File: src/rtl/ddr_pair_deframer_if.sv
// ddr_pair_deframer_if: DDR pair input stream and aligned payload word output bundle
interface ddr_pair_deframer_if #(parameter int WORD_W = 32);
  logic [1:0]        pair_in;
  logic              pair_valid;
  logic              clear_stats;
  logic [WORD_W-1:0] word_out;
  logic              word_valid;
  logic              frame_start;
  logic              locked;
  logic [15:0]       sync_err_cnt;
  modport master (
    output pair_in, pair_valid, clear_stats,
    input  word_out, word_valid, frame_start, locked, sync_err_cnt
  );
  modport slave (
    input  pair_in, pair_valid, clear_stats,
    output word_out, word_valid, frame_start, locked, sync_err_cnt
  );
endinterface

File: src/rtl/ddr_pair_deframer.sv
// ddr_pair_deframer: locates a sync word in a DDR pair stream, confirms lock and emits aligned payload words
module ddr_pair_deframer #(
  parameter int                WORD_W        = 32,
  parameter logic [WORD_W-1:0] SYNC_WORD     = 32'hA5C3_F00F,
  parameter int                PAYLOAD_WORDS = 15,
  parameter int                VERIFY_FRAMES = 2,
  parameter int                MISS_LIMIT    = 3
) (
  input logic               clk_internal,
  input logic               rst,
  ddr_pair_deframer_if.slave bus
);
  localparam int P    = WORD_W / 2;
  localparam int PC_W = $clog2(P);
  localparam int WC_W = $clog2(PAYLOAD_WORDS + 1);
  localparam int HC_W = $clog2(VERIFY_FRAMES + 2);
  localparam int MC_W = $clog2(MISS_LIMIT + 2);
  typedef enum logic [1:0] {HUNT, VERIFY, LOCKED} state_t;
  state_t            r_state, w_state_nxt;
  logic [WORD_W-1:0] r_sr, w_sr_nxt;
  logic [PC_W-1:0]   r_pcnt, w_pcnt_nxt;
  logic [WC_W-1:0]   r_wcnt, w_wcnt_nxt;
  logic [HC_W-1:0]   r_hits, w_hits_nxt;
  logic [MC_W-1:0]   r_miss, w_miss_nxt;
  logic [15:0]       r_err, w_err_nxt;
  logic [WORD_W-1:0] r_word, w_word_nxt;
  logic              r_word_valid, w_word_valid_nxt;
  logic              r_frame_start, w_frame_start_nxt;
  logic              w_hit, w_done, w_slot;
  // The sync compare looks at the shift register as it will be after this pair
  always_comb begin
    w_sr_nxt          = {r_sr[WORD_W-3:0], bus.pair_in};
    w_hit             = w_sr_nxt == SYNC_WORD;
    w_done            = bus.pair_valid && r_state != HUNT && r_pcnt == PC_W'(P - 1);
    w_slot            = r_wcnt == WC_W'(PAYLOAD_WORDS);
    w_state_nxt       = r_state;
    w_pcnt_nxt        = r_pcnt;
    w_wcnt_nxt        = r_wcnt;
    w_hits_nxt        = r_hits;
    w_miss_nxt        = r_miss;
    w_err_nxt         = r_err;
    w_word_nxt        = r_word;
    w_word_valid_nxt  = 1'b0;
    w_frame_start_nxt = 1'b0;
    if (r_state == HUNT) begin
      if (bus.pair_valid && w_hit) begin
        w_state_nxt = VERIFY;
        w_pcnt_nxt  = '0;
        w_wcnt_nxt  = '0;
        w_hits_nxt  = '0;
      end
    end else if (bus.pair_valid) begin
      w_pcnt_nxt = w_done ? '0 : r_pcnt + 1'b1;
      w_wcnt_nxt = !w_done ? r_wcnt : w_slot ? '0 : r_wcnt + 1'b1;
      if (w_done && !w_slot && r_state == LOCKED) begin
        w_word_nxt        = w_sr_nxt;
        w_word_valid_nxt  = 1'b1;
        w_frame_start_nxt = r_wcnt == '0;
      end
      if (w_done && w_slot && r_state == VERIFY) begin
        w_hits_nxt  = r_hits + 1'b1;
        w_miss_nxt  = '0;
        w_state_nxt = !w_hit ? HUNT : (w_hits_nxt == HC_W'(VERIFY_FRAMES)) ? LOCKED : VERIFY;
      end
      // Flywheel: a missed sync keeps framing until MISS_LIMIT misses in a row
      if (w_done && w_slot && r_state == LOCKED) begin
        w_miss_nxt  = w_hit ? '0 : r_miss + 1'b1;
        w_err_nxt   = (w_hit || &r_err) ? r_err : r_err + 16'd1;
        w_state_nxt = (!w_hit && w_miss_nxt == MC_W'(MISS_LIMIT)) ? HUNT : LOCKED;
      end
    end
    if (bus.clear_stats) w_err_nxt = '0;
  end
  always_ff @(posedge clk_internal or posedge rst) begin
    if (rst) begin
      r_state       <= HUNT;
      r_sr          <= '0;
      r_pcnt        <= '0;
      r_wcnt        <= '0;
      r_hits        <= '0;
      r_miss        <= '0;
      r_err         <= '0;
      r_word        <= '0;
      r_word_valid  <= 1'b0;
      r_frame_start <= 1'b0;
    end else begin
      r_state       <= w_state_nxt;
      r_sr          <= bus.pair_valid ? w_sr_nxt : r_sr;
      r_pcnt        <= w_pcnt_nxt;
      r_wcnt        <= w_wcnt_nxt;
      r_hits        <= w_hits_nxt;
      r_miss        <= w_miss_nxt;
      r_err         <= w_err_nxt;
      r_word        <= w_word_nxt;
      r_word_valid  <= w_word_valid_nxt;
      r_frame_start <= w_frame_start_nxt;
    end
  end
  assign bus.word_out     = r_word;
  assign bus.word_valid   = r_word_valid;
  assign bus.frame_start  = r_frame_start;
  assign bus.locked       = r_state == LOCKED;
  assign bus.sync_err_cnt = r_err;
endmodule
File: src/flat_wrapper.sv
// flat-port wrapper written by rule: the top's interface ports become plain ports
module ddr_pair_deframer_flat 
#(
  parameter int                WORD_W        = 32,
  parameter logic [WORD_W-1:0] SYNC_WORD     = 32'hA5C3_F00F,
  parameter int                PAYLOAD_WORDS = 15,
  parameter int                VERIFY_FRAMES = 2,
  parameter int                MISS_LIMIT    = 3
)
  (clk_internal, rst, bus_pair_in, bus_pair_valid, bus_clear_stats, bus_word_out, bus_word_valid, bus_frame_start, bus_locked, bus_sync_err_cnt);
  ddr_pair_deframer_if #(.WORD_W(WORD_W)) bus_i ();
  input logic clk_internal;
  input logic rst;
  input wire logic [$bits(bus_i.pair_in)-1:0] bus_pair_in;
  input wire logic [$bits(bus_i.pair_valid)-1:0] bus_pair_valid;
  input wire logic [$bits(bus_i.clear_stats)-1:0] bus_clear_stats;
  output wire logic [$bits(bus_i.word_out)-1:0] bus_word_out;
  output wire logic [$bits(bus_i.word_valid)-1:0] bus_word_valid;
  output wire logic [$bits(bus_i.frame_start)-1:0] bus_frame_start;
  output wire logic [$bits(bus_i.locked)-1:0] bus_locked;
  output wire logic [$bits(bus_i.sync_err_cnt)-1:0] bus_sync_err_cnt;
  assign bus_i.pair_in = bus_pair_in;
  assign bus_i.pair_valid = bus_pair_valid;
  assign bus_i.clear_stats = bus_clear_stats;
  assign bus_word_out = bus_i.word_out;
  assign bus_word_valid = bus_i.word_valid;
  assign bus_frame_start = bus_i.frame_start;
  assign bus_locked = bus_i.locked;
  assign bus_sync_err_cnt = bus_i.sync_err_cnt;
  ddr_pair_deframer #(.WORD_W(WORD_W), .SYNC_WORD(SYNC_WORD), .PAYLOAD_WORDS(PAYLOAD_WORDS), .VERIFY_FRAMES(VERIFY_FRAMES), .MISS_LIMIT(MISS_LIMIT)) u_core (.clk_internal(clk_internal), .rst(rst), .bus(bus_i));
endmodule
File: config.mk
export PLATFORM = sky130hd
export DESIGN_NAME = ddr_pair_deframer_flat
export DESIGN_NICKNAME = d
export VERILOG_FILES = /design/src/rtl/ddr_pair_deframer_if.sv /design/src/rtl/ddr_pair_deframer.sv /design/src/flat_wrapper.sv
export SDC_FILE = /design/constraint.sdc
export NUM_CORES = 1
export LEC_CHECK = 0
export ABC_AREA = 0
export BUFFER_PORTS_ARGS = -buffer_cell sky130_fd_sc_hd__buf_2
export CELL_PAD_IN_SITES_DETAIL_PLACEMENT = 1
export CELL_PAD_IN_SITES_GLOBAL_PLACEMENT = 1
export CORE_MARGIN = 4
export CORE_UTILIZATION = 25
export DETAILED_ROUTE_END_ITERATION = 8
export PLACE_DENSITY = 0.59
export SLEW_MARGIN = 20
export SYNTH_ARGS = -nofsm -noshare
export SYNTH_HDL_FRONTEND = slang
export SYNTH_SLANG_ARGS = --single-unit
File: constraint.sdc
create_clock -name clk_internal -period 6.01 [get_ports clk_internal]
set_input_delay 0.601 -clock clk_internal [delete_from_list [all_inputs] [get_ports clk_internal]]
set_output_delay 0.601 -clock clk_internal [all_outputs]
set_load 0.03 [all_outputs]
==> summary.txt, run 1 <==
Outcome
  – Status: complete, no violations

Power and ir drop
  – Peak supply drop: 0.0001097 V
  – Pleak: 2.340 nW
  – Overall power: 1.557 mW
  – Power per cell area: 310.7 mW/mm2

Setup path
  – Critical Path RT: 6.28 ns
  – Setup Crit Path Kind: in2reg
  – Worst Setup End Kind: flip-flop
  – Crit start category: input port
  – Worst EP arrival: 2.97 ns
  – Critical Path Fanout Max: 41

Route
  – Detail Route Antenna Nets: 0
  – Vias: 2849
  – Vias per cell: 4.694
  – Post-detailed-routing wire length: 9.732 mm
  – WL/cell: 16.03 um
  – Post-route DRC: 0
  – Initial DRT Pass Iterations: 6
  – Starting DRT DRC Count: 84

Timing
  – Rel. slew slack: 39.73%
  – Endpoints failing setup: 0
  – Hold slack: 0.3161 ns
  – Fin crit share: 44.95%
  – Max Clk Rate: 370.1 MHz
  – Slew @ Worst Pin: 0.9040 ns
  – Fin crit period: 2.702 ns
  – Total negative slack: 0 ns
  – Fin worst setup slack: 3.308 ns
  – Unrepaired setup endpoints after global routing: no
  – Hold Fails Final Rpt: 0
  – Setup Skew: 0.005168 ns
  – Fin. max-slew vios: 0

Yosys
  – Unique masters post-synth: 47
  – Syn_nets: 342
  – Yosys reg bits: 95
  – Proportion of synthesized chip area in sequential cells: 56.89%
  – Mapped Avg Cell Area: 12.66 um2
  – Adder-cell share of the synthesized area: 1.796%
  – Mapped Area: 0.004179 mm2
  – Largest family of logic cells by synthesized area: multiplexers
  – Post-Synth XOR/XNOR Area: 0.2096%
  – Most area-consuming cells after synthesis: dfrtp_1 (57%), mux2_2 (17%), o31ai_1 (2.0%)
  – Compound-Gate Fraction of Synth Area: 8.982%
  – Gate Count Post-Synth: 330
  – Top-count cell post-synth: dfrtp_1
  – Synth top cells by count: dfrtp_1 (95), mux2_2 (64), a21oi_1 (15), nand2_1 (13), nor2_1 (13)
  – Fraction of registers with async set/reset: 100.0%
  – Synth Area in Simple Gates: 11.68%
  – Yosys warns: 0
  – Post-synth EDFFs: 0
  – Mux cell area share after synthesis: 17.72%
  – Largest area contributor in the netlist: dfrtp_1
  – Synth Flop Type: dfrtp_1
  – Post-synth top area share: 56.89%

Finish
  – Share of post-route cells with drive strength above 1: 36.69%
  – Layout area overhead: 19.94%
  – Number of diodes: 0
  – Filler Cell Count: 1853
  – Final cell count without fillers: 607
  – Layout net count: 396

GRT
  – Antenna violations before repair: 0
  – Vias in the first global route: 3089
  – Total gr overflow: 0
  – Largest net degree at the start of global routing: 52
  – Total GRT Usage: 11.02%
  – First-pass GRT wire length: 16.32 mm

Die
  – Rows: 47
  – Die W: 137.3 um
  – Die height: 137.3 um
  – Core area: 0.01647 mm2
  – Full die area: 0.01885 mm2
  – Starting Density: 25.38%
  – IO Pins: 57

CTS
  – Cts repair resizes: 0
  – Htree depth: 3
  – Postcts setup bufs: 0
  – CTS tree: yes
  – Deepest clock path buffer count: 2
  – CTS clk-pin slew, worst paths: 0.07 ns
  – TritonCTS Buffers: 9
  – Clock Latency Late Sink: 0.34 ns
  – CTS root buf: clkbuf_16
  – Post-CTS Hold Buffers: 0
  – Clock sinks: 95

Place
  – Routability cong.: 0.7227
  – DP Worst Slack: 2.940 ns
  – Placed Instances: 593
  – IO buf count: 56
  – DPL Wire Length: 6.561 mm

Hold path
  – Worst min-delay path class: in2async

Run
  – Max-Cap Viols: 0
per-stage QoR:
stage          util [%]  area [um2]
2_1_floorplan         -        4179
3_3_place_gp      28.41        4678
3_5_place_dp      28.41        4678
4_1_cts           30.44        5012
5_1_grt           30.44        5012
6_report          30.44        5012
worst max-delay path, stage by stage:
cell      delay (ns)
buf_2           0.67
and4_1          0.45
and3_4          0.25
o211ai_4        0.25
or4_1           0.57
a21oi_1         0.15
final timing paths:
kind                                                    end  slack [ns]  cells after the start             start
worst max-delay path            u_core.bus.sync_err_cnt[13]        3.31                      6    bus_pair_valid
worst min-delay path                 u_core.bus.word_out[6]        0.32                      2               rst
worst max register to register             u_core.r_pcnt[2]        3.57                      5    u_core.r_sr[3]
worst min register to register       u_core.bus.frame_start        0.49                      1  u_core.r_wcnt[3]
max in group asynchronous                    u_core.r_sr[4]        4.60                      3               rst
min in group clk_internal            u_core.bus.frame_start        0.49                      1  u_core.r_wcnt[3]
sequential cells by signal, indices dropped and copies added, names as in the netlist:
signal                   flops
u_core.bus.sync_err_cnt     16
u_core.r_sr                 30
u_core.bus.word_out         32
u_core.r_wcnt                4
u_core.bus.frame_start       1
u_core.r_state               2
u_core.r_pcnt                4
u_core.r_hits                2
u_core.bus.word_valid        1
u_core.r_miss                3
cell families after synthesis:
logic type	Yosys count
buf+inv	25
mux	66
xor+xnor	1
compound gates	53
flops	95
fa+ha+maj	6
simple gates	84
layer usage:
metal | track usage [%] | up-vias | share of wire, %
met1 | 14.37 | 1454 | 47
met4 | 3.659 | 0 | 1.3
met2 | 17.98 | 50 | 48
li1 | - | 1335 | -
met5 | 0 | - | 0
met3 | 2.666 | 10 | 3.4
report_power, final:
group | internal, mW | switching (mW)
clock | 0.413 | 0.237
sequential | 0.715 | 0.0811
combinational | 0.0685 | 0.0431
total | 1.20 | 0.361
cells in the final DEF (no fill, tap or decap), types with 9 or more instances in the layout:
cell	n
dfrtp_1	95
mux2_2	64
buf_2	56
a21oi_1	15
nand2_1	13
nor2_1	12
o31ai_1	11
or4_1	11
nand3_1	10
nand4_1	9
inv_1	9
clkbuf_16	9
cell type report:
type,count,area (um2),area share [%]
repair buffers,58,295.3,5.891
multi-input cells,210,1690,33.72
clock buffers,10,239.0,4.768
inverters,10,40.04,0.7988
flip-flops and latches,95,2377,47.43
well taps,220,275.3,5.492
clock inverters,4,95.09,1.897
(Power assumes the default switching activity.)
==> run 2: changes to the inputs <==
- ABC_AREA: 0 -> 1
- PLACE_DENSITY: 0.59 -> 0.64
- clock period: 6.01 -> 2.24 ns (I/O delays scaled with it)
==> run 2 against run 1 <==
  * Largest power group unchanged
  * Highest routed layer unchanged
  * Register-to-register slack lost 3.4 ns
  * Critical path type is now reg2reg
  * Cell count is 35% higher
  * Setup slack worse by 3.1 ns
  * The run now ends with negative hold slack left
  * Largest cell class unchanged
==> summary.txt, run 2 <==
Outcome
  – Status: complete, but fails checks (was complete, no violations)
  – Violated checks: negative hold slack

Setup path
  – Worst path buffer plus inverter count: 1 (unchanged)
  – R2R setup slack: 0.21 ns (was 3.57 ns)
  – Worst Setup End Kind: flip-flop (unchanged)
  – CP Cell Sequence: ha_1, nand2_2, nor2_4, inv_2, nor3_2, nand4_2, nand3_1, nand2_1 (was buf_2, and4_1, and3_4, o211ai_4, or4_1, a21oi_1)
  – R2r endpoint: u_core.bus.sync_err_cnt[3] (was u_core.r_pcnt[2])
  – CP peak stage delay: 0.46 ns (was 0.67 ns)
  – CP max-delay cell: nand4_2 (was buf_2)
  – Setup Crit Path Kind: reg2reg (was in2reg)
  – Top Family by Delay on Critical Path: simple AND/OR/NAND/NOR gates (unchanged)
  – Crit start category: flip-flop (was input port)
  – FF-to-FF path depth: 8 (was 5)
  – Worst EP arrival: 2.26 ns (was 2.97 ns)
  – Critical Path RT: 2.47 ns (was 6.28 ns)
  – Critical Path Fanout Max: 16 (was 41)
  – FF-to-FF Start: u_core.r_wcnt[0] (was u_core.r_sr[3])

Yosys
  – Largest area contributor in the netlist: dfrtp_1 (unchanged)
  – Top-count cell post-synth: nand2_1 (was dfrtp_1)
  – Fraction of registers with async set/reset: 100.0% (unchanged)
  – Synth Flop Type: dfrtp_1 (unchanged)
  – Most area-consuming cells after synthesis: dfrtp_1 (53%), nand2_1 (13%), o21ai_0 (5.2%) (was dfrtp_1 (57%), mux2_2 (17%), o31ai_1 (2.0%))
  – Mapped Avg Cell Area: 8.391 um2 (was 12.66 um2)
  – Post-synth top area share: 53.06% (was 56.89%)
  – Mapped Area: 0.004481 mm2 (was 0.004179 mm2)
  – Gate Count Post-Synth: 534 (was 330)
  – Proportion of synthesized chip area in sequential cells: 53.06% (was 56.89%)
  – Synth top cells by count: nand2_1 (160), dfrtp_1 (95), o21ai_0 (47), inv_1 (46), nand3_1 (41) (was dfrtp_1 (95), mux2_2 (64), a21oi_1 (15), nand2_1 (13), nor2_1 (13))
  – Yosys reg bits: 95 (unchanged)
  – Syn_nets: 546 (was 342)
  – Yosys warns: 0 (unchanged)
  – Post-synth EDFFs: 0 (unchanged)
  – Unique masters post-synth: 31 (was 47)

CTS
  – Clock Latency Late Sink: 0.35 ns (was 0.34 ns)
  – Clock sinks: 95 (unchanged)
  – Post-CTS Hold Buffers: 0 (unchanged)
  – Deepest clock path buffer count: 2 (unchanged)
  – CTS clk-pin slew, worst paths: 0.07 ns (about the same)
  – TritonCTS Buffers: 9 (unchanged)
  – Cts repair resizes: 0 (unchanged)
  – Postcts setup bufs: 0 (unchanged)
  – CTS root buf: clkbuf_16 (unchanged)
  – Htree depth: 3 (unchanged)
  – CTS tree: yes (unchanged)

Power and ir drop
  – Peak supply drop: 0.0004051 V (was 0.0001097 V)
  – Pleak: 2.579 nW (was 2.340 nW)
  – Power per cell area: 666.1 mW/mm2 (was 310.7 mW/mm2)

Timing
  – Endpoints failing setup: 0 (unchanged)
  – Fin. max-slew vios: 0 (unchanged)
  – Unrepaired setup endpoints after global routing: no (unchanged)
  – Fin crit share: 90.54%
  – Fin worst setup slack: 0.2119 ns (was 3.308 ns)
  – Slew @ Worst Pin: 0.7127 ns (was 0.9040 ns)
  – Max Clk Rate: 493.1 MHz
  – Rel. slew slack: 52.38% (was 39.73%)
  – Hold Fails Final Rpt: 29 (was 0)
  – Total negative slack: 0 ns (unchanged)
  – Fin crit period: 2.028 ns
  – Setup Skew: 0.01116 ns (was 0.005168 ns)
  – Hold slack: -0.01277 ns (was 0.3161 ns)

GRT
  – First-pass GRT wire length: 19.51 mm (was 16.32 mm)
  – Largest net degree at the start of global routing: 65 (was 52)
  – Antenna violations before repair: 0 (unchanged)
  – Total GRT Usage: 12.05% (was 11.02%)
  – Vias in the first global route: 3954 (was 3089)
  – Total gr overflow: 0 (unchanged)

Hold path
  – Worst min-delay path class: in2async (unchanged)

Place
  – Routability cong.: 0.8056 (was 0.7227)
  – DP Worst Slack: 0.1867 ns (was 2.940 ns)
  – DPL Wire Length: 8.170 mm (was 6.561 mm)
  – IO buf count: 56 (unchanged)
  – Placed Area: 0.005035 mm2 (was 0.004678 mm2)

Finish
  – Most frequent cells in the layout: nand2_1 (160), dfrtp_1 (95), buf_2 (56) (was dfrtp_1 (95), mux2_2 (64), buf_2 (56))
  – Commonest non-fill, non-tap cell in the layout: nand2_1 (was dfrtp_1)
  – Max reg flops: 32 (unchanged)
  – Number of diodes: 0 (unchanged)
  – Layout net count: 601 (was 396)
  – Share of post-route cells with drive strength above 1: 16.86% (was 36.69%)
  – Post-route design area: 0.005309 mm2 (was 0.005012 mm2)
  – Layout area overhead: 18.49% (was 19.94%)

Route
  – Post-detailed-routing wire length: 11.38 mm (was 9.732 mm)
  – Starting DRT DRC Count: 122 (was 84)
  – Detail Route Antenna Nets: 0 (unchanged)
  – Initial DRT Pass Iterations: 4 (was 6)
  – WL/cell: 13.92 um (was 16.03 um)
  – Post-route DRC: 0 (unchanged)
  – Vias per cell: 4.522 (was 4.694)
  – Vias: 3699 (was 2849)

Die
  – Die height: 141.9 um (was 137.3 um)
  – Full die area: 0.02013 mm2 (was 0.01885 mm2)
  – IO Pins: 57 (unchanged)
  – Starting Density: 25.73% (was 25.38%)
  – Rows: 48 (was 47)
  – Core area: 0.01742 mm2 (was 0.01647 mm2)
  – Die W: 141.9 um (was 137.3 um)

Run
  – Max-Cap Viols: 0 (unchanged)
## run 2: cell count changes in the layout (fill, tap and decap cells not counted), moves of 11 or more
| cell | before | now |
|---|---|---|
| inv_1 | 9 | 45 |
| o21ai_1 | 1 | 21 |
| mux2_2 | 64 | 0 |
| nor2_1 | 12 | 36 |
| a21oi_1 | 15 | 0 |
| o21ai_0 | 6 | 47 |
| o31ai_1 | 11 | 0 |
| nand2_1 | 13 | 160 |
| nand3b_1 | 0 | 11 |
| nand3_1 | 10 | 41 |
| or4_1 | 11 | 0 |
## run 2: metal layers
metal | wire length [um] | global-route usage, % | vias to the layer above
li1 | - | - | 1823
met4 | 215 | 5.051 | 0
met5 | 0 | 0 | -
met1 | 5138 | 14.80 | 1803
met3 | 440 | 2.932 | 13
met2 | 5589 | 20.22 | 60
## run 2: worst max path at each step
stage,start,depth (start not counted),slack [ns],endpoint
2_1_floorplan,u_core.bus.sync_err_cnt[0],8,0.44,u_core.bus.sync_err_cnt[4]
3_3_place_gp,u_core.r_wcnt[0],8,0.33,u_core.bus.sync_err_cnt[0]
3_5_place_dp,u_core.r_wcnt[0],8,0.19,u_core.bus.sync_err_cnt[3]
4_1_cts,u_core.r_wcnt[0],8,0.18,u_core.bus.sync_err_cnt[3]
5_1_grt,u_core.r_wcnt[0],8,0.009,u_core.bus.sync_err_cnt[10]
6_report,u_core.r_wcnt[0],8,0.21,u_core.bus.sync_err_cnt[3]
## run 2: power by group
| group | leakage, nW | switching (mW) | internal (mW) |
|---|---|---|---|
| combinational | 1.15 | 0.175 | 0.0607 |
| clock | 0.136 | 0.662 | 0.783 |
| sequential | 1.29 | 0.0599 | 1.79 |
## run 2: area by class of cell
cell class,count,area (um2)
clock buffer,11,242.7
clock inverter,4,31.28
fill,2121,12110
inverter,51,195.2
multi-input combinational,370,1831
sequential,95,2377
tap,225,281.5
timing repair buffer,62,350.3
## run 2: through the flow
| stage | hold WS (ns) | total power [mW] | cells | util, % |
|---|---|---|---|---|
| 6_report | -0.01277 | 3.536 | 818 | 30.48 |
| 5_1_grt | 0.04868 | 3.730 | 818 | 30.48 |
| 4_1_cts | 0.0005664 | 3.607 | 818 | 30.48 |
| 3_5_place_dp | 0.3811 | 2.132 | 803 | 28.91 |
| 3_3_place_gp | 0.3691 | 2.120 | 803 | 28.91 |
| 2_1_floorplan | 0.3336 | 2.038 | 534 | - |
## run 2: worst reg2reg max path, cell delays in order, from the launching register on
cell	delay (ns)
dfrtp_1	0.42
ha_1	0.21
nand2_2	0.08
nor2_4	0.13
inv_2	0.08
nor3_2	0.24
nand4_2	0.46
nand3_1	0.23
nand2_1	0.07
## run 2: cell families (layout without fill, tap and decap cells)
logic type	Yosys count	in the layout	share of synthesized area, %
compound gates	69	69	7.791
xor+xnor	13	13	2.541
fa+ha+maj	6	6	1.675
simple gates	282	282	28.85
flops	95	95	53.06
buf+inv	69	128	6.088
==> run 3: changes to the inputs <==
- PLACE_DENSITY: 0.64 -> unset
- PLACE_DENSITY_LB_ADDON: unset -> 0.1
==> run 3 against run 2 <==
  * The run still ends with negative hold slack left
  * Non-clock buffer count unchanged
  * Sequential share of layout area about the same
  * Clock skew down 0.0052 ns
  * Combinational power about the same
  * Clock-buffer cell count up 3
  * Critical path type unchanged
  * Core utilization about the same
  * Routed wire length down 0.97%
  * Setup slack better by 0.066 ns
==> summary.txt, run 3 (synthesis gave the netlist of run 2 again) <==
Outcome
  – Status: complete, but fails checks (unchanged)
  – Violated checks: negative hold slack (unchanged)

Route
  – Post-route DRC: 0 (unchanged)
  – Post-detailed-routing wire length: 11.27 mm (was 11.38 mm)
  – WL/cell: 13.76 um (was 13.92 um)
  – Initial DRT Pass Iterations: 4 (unchanged)
  – Starting DRT DRC Count: 159 (was 122)
  – Vias: 3654 (was 3699)
  – Vias per cell: 4.462 (was 4.522)
  – Detail Route Antenna Nets: 0 (unchanged)

Power and ir drop
  – Power per cell area: 673.2 mW/mm2 (was 666.1 mW/mm2)
  – Peak supply drop: 0.0003437 V (was 0.0004051 V)
  – Pleak: 2.573 nW (was 2.579 nW)

Setup path
  – Critical Path Sink: u_core.bus.sync_err_cnt[9] (was u_core.bus.sync_err_cnt[3])
  – FF-to-FF Start: u_core.r_wcnt[0] (unchanged)
  – Crit start category: flip-flop (unchanged)
  – Critical Path RT: 2.48 ns (was 2.47 ns)
  – R2r endpoint: u_core.bus.sync_err_cnt[9] (was u_core.bus.sync_err_cnt[3])
  – FF-to-FF path depth: 8 (unchanged)
  – Origin of the worst setup path: u_core.r_wcnt[0] (unchanged)
  – Worst Setup End Kind: flip-flop (unchanged)
  – Critical Path Fanout Max: 16 (unchanged)
  – Worst EP arrival: 2.20 ns (was 2.26 ns)
  – Setup Crit Path Kind: reg2reg (unchanged)
  – R2R setup slack: 0.28 ns (was 0.21 ns)

Die
  – Die W: 141.9 um (unchanged)
  – Full die area: 0.02013 mm2 (unchanged)
  – Die height: 141.9 um (unchanged)
  – IO Pins: 57 (unchanged)
  – Starting Density: 25.73% (unchanged)
  – Core area: 0.01742 mm2 (unchanged)
  – Rows: 48 (unchanged)

Place
  – Placed Instances: 803 (unchanged)
  – Placed Area: 0.005035 mm2 (unchanged)
  – DPL Wire Length: 8.070 mm (was 8.170 mm)
  – DP Worst Slack: 0.2517 ns (was 0.1867 ns)
  – Routability cong.: 0.7691 (was 0.8056)
  – IO buf count: 56 (unchanged)

Hold path
  – Worst min-delay path class: in2async (unchanged)

Timing
  – Fin. max-slew vios: 0 (unchanged)
  – Hold Fails Final Rpt: 25 (was 29)
  – Slew @ Worst Pin: 0.6978 ns (was 0.7127 ns)
  – Fin crit share: 87.58% (was 90.54%)
  – Fin worst setup slack: 0.2783 ns (was 0.2119 ns)
  – Setup Skew: 0.005987 ns (was 0.01116 ns)
  – Rel. slew slack: 53.39% (was 52.38%)
  – Hold slack: -0.01524 ns (was -0.01277 ns)
  – Unrepaired setup endpoints after global routing: no (unchanged)
  – Total negative slack: 0 ns (unchanged)
  – Fin crit period: 1.962 ns (was 2.028 ns)
  – Max Clk Rate: 509.8 MHz (was 493.1 MHz)
  – Endpoints failing setup: 0 (unchanged)

Finish
  – Filler Cell Count: 2098 (was 2121)
  – Final cell count without fillers: 819 (was 818)
  – Commonest non-fill, non-tap cell in the layout: nand2_1 (unchanged)
  – Number of diodes: 0 (unchanged)
  – Max reg flops: 32 (unchanged)
  – Layout area overhead: 18.60% (was 18.49%)
  – Layout net count: 601 (unchanged)
  – Post-route design area: 0.005314 mm2 (was 0.005309 mm2)
  – Reg area: 0.002377 mm2 (unchanged)
  – Area of the multi-input gates: 0.001831 mm2 (unchanged)
  – Most frequent cells in the layout: nand2_1 (160), dfrtp_1 (95), buf_2 (56) (unchanged)
  – Share of post-route cells with drive strength above 1: 16.67% (was 16.86%)

CTS
  – TritonCTS Buffers: 9 (unchanged)
  – Clock sinks: 95 (unchanged)
  – Postcts setup bufs: 0 (unchanged)
  – Clock Latency Late Sink: 0.35 ns (about the same)
  – CTS tree: yes (unchanged)
  – Post-CTS Hold Buffers: 0 (unchanged)
  – CTS clk-pin slew, worst paths: 0.07 ns (about the same)
  – Cts repair resizes: 0 (unchanged)
  – CTS root buf: clkbuf_16 (unchanged)
  – Deepest clock path buffer count: 2 (unchanged)
  – Htree depth: 3 (unchanged)

GRT
  – Met1 global-route usage: 15.96% (was 14.80%)
  – Largest net degree at the start of global routing: 64 (was 65)
  – Total GRT Usage: 11.95% (was 12.05%)
  – GR peak layer: met2 (unchanged)
  – First-pass GRT wire length: 19.59 mm (was 19.51 mm)
  – Met3 Resource Use GR: 1.989% (was 2.932%)
  – GR Util met2: 19.42% (was 20.22%)
  – Total gr overflow: 0 (unchanged)
  – Antenna violations before repair: 0 (unchanged)
  – Vias in the first global route: 3769 (was 3954)

Run
  – Max-Cap Viols: 0 (unchanged)
[run 3: cell types whose count changed in the layout (fill, tap and decap cells not counted)]
cell,before,now
clkinv_4,2,0
clkinv_2,1,0
clkbuf_1,1,3
clkinvlp_4,1,3
clkbuf_8,1,2
inv_6,1,0
[run 3: how the worst min path moves through the flow]
stage | slack (ns) | to | start | cells after the start
floorplan | 0.33 | u_core.bus.word_out[0] | bus_pair_in[0] | 2
global placement | 0.37 | u_core.r_sr[4] | rst | 2
detailed placement | 0.38 | u_core.r_sr[4] | rst | 2
CTS | 0.00009 | u_core.r_sr[11] | rst | 2
global route | 0.03 | u_core.r_sr[4] | rst | 2
finish | -0.02 | u_core.r_sr[5] | rst | 2
[run 3: area by class of cell]
class	instances	area share, %
Inverter	51	3.673
Tap cell	225	5.298
Timing Repair Buffer	62	6.593
Sequential cell	95	44.74
Clock inverter	2	0.2826
Clock buffer	14	4.968
Multi-Input combinational cell	370	34.45
[run 3: report_power, final]
part,leakage [nW],switching [mW],internal (mW)
Clock,0.129,0.670,0.817
Sequential,1.29,0.0613,1.79
Combinational,1.15,0.174,0.0617
[run 3: worst max-delay path, stage by stage (launching register included)]
cell and delay (ns):
dfrtp_1 0.41, ha_1 0.21, nand2_2 0.08, nor2_4 0.13
inv_2 0.08, nor3_2 0.22, nand4_2 0.43, nand3_1 0.20
nand2_1 0.08
[run 3: metal layers]
| metal | vias up | routed length [um] | part of all wire, % |
|---|---|---|---|
| li1 | 1835 | - | - |
| met1 | 1768 | 5519 | 49 |
| met2 | 38 | 5230 | 46 |
| met3 | 13 | 339 | 3.0 |
| met4 | 0 | 184 | 1.6 |
| met5 | - | 0 | 0 |
[run 3: metrics by stage]
stage	power [mW]	hold WS (ns)	utilization (%)
finish	3.577	-0.01524	30.51
global route	3.777	0.02887	30.51
CTS	3.664	0.00008682	30.51
detailed placement	2.136	0.3768	28.91
global placement	2.131	0.3743	28.91
floorplan	2.038	0.3336	-
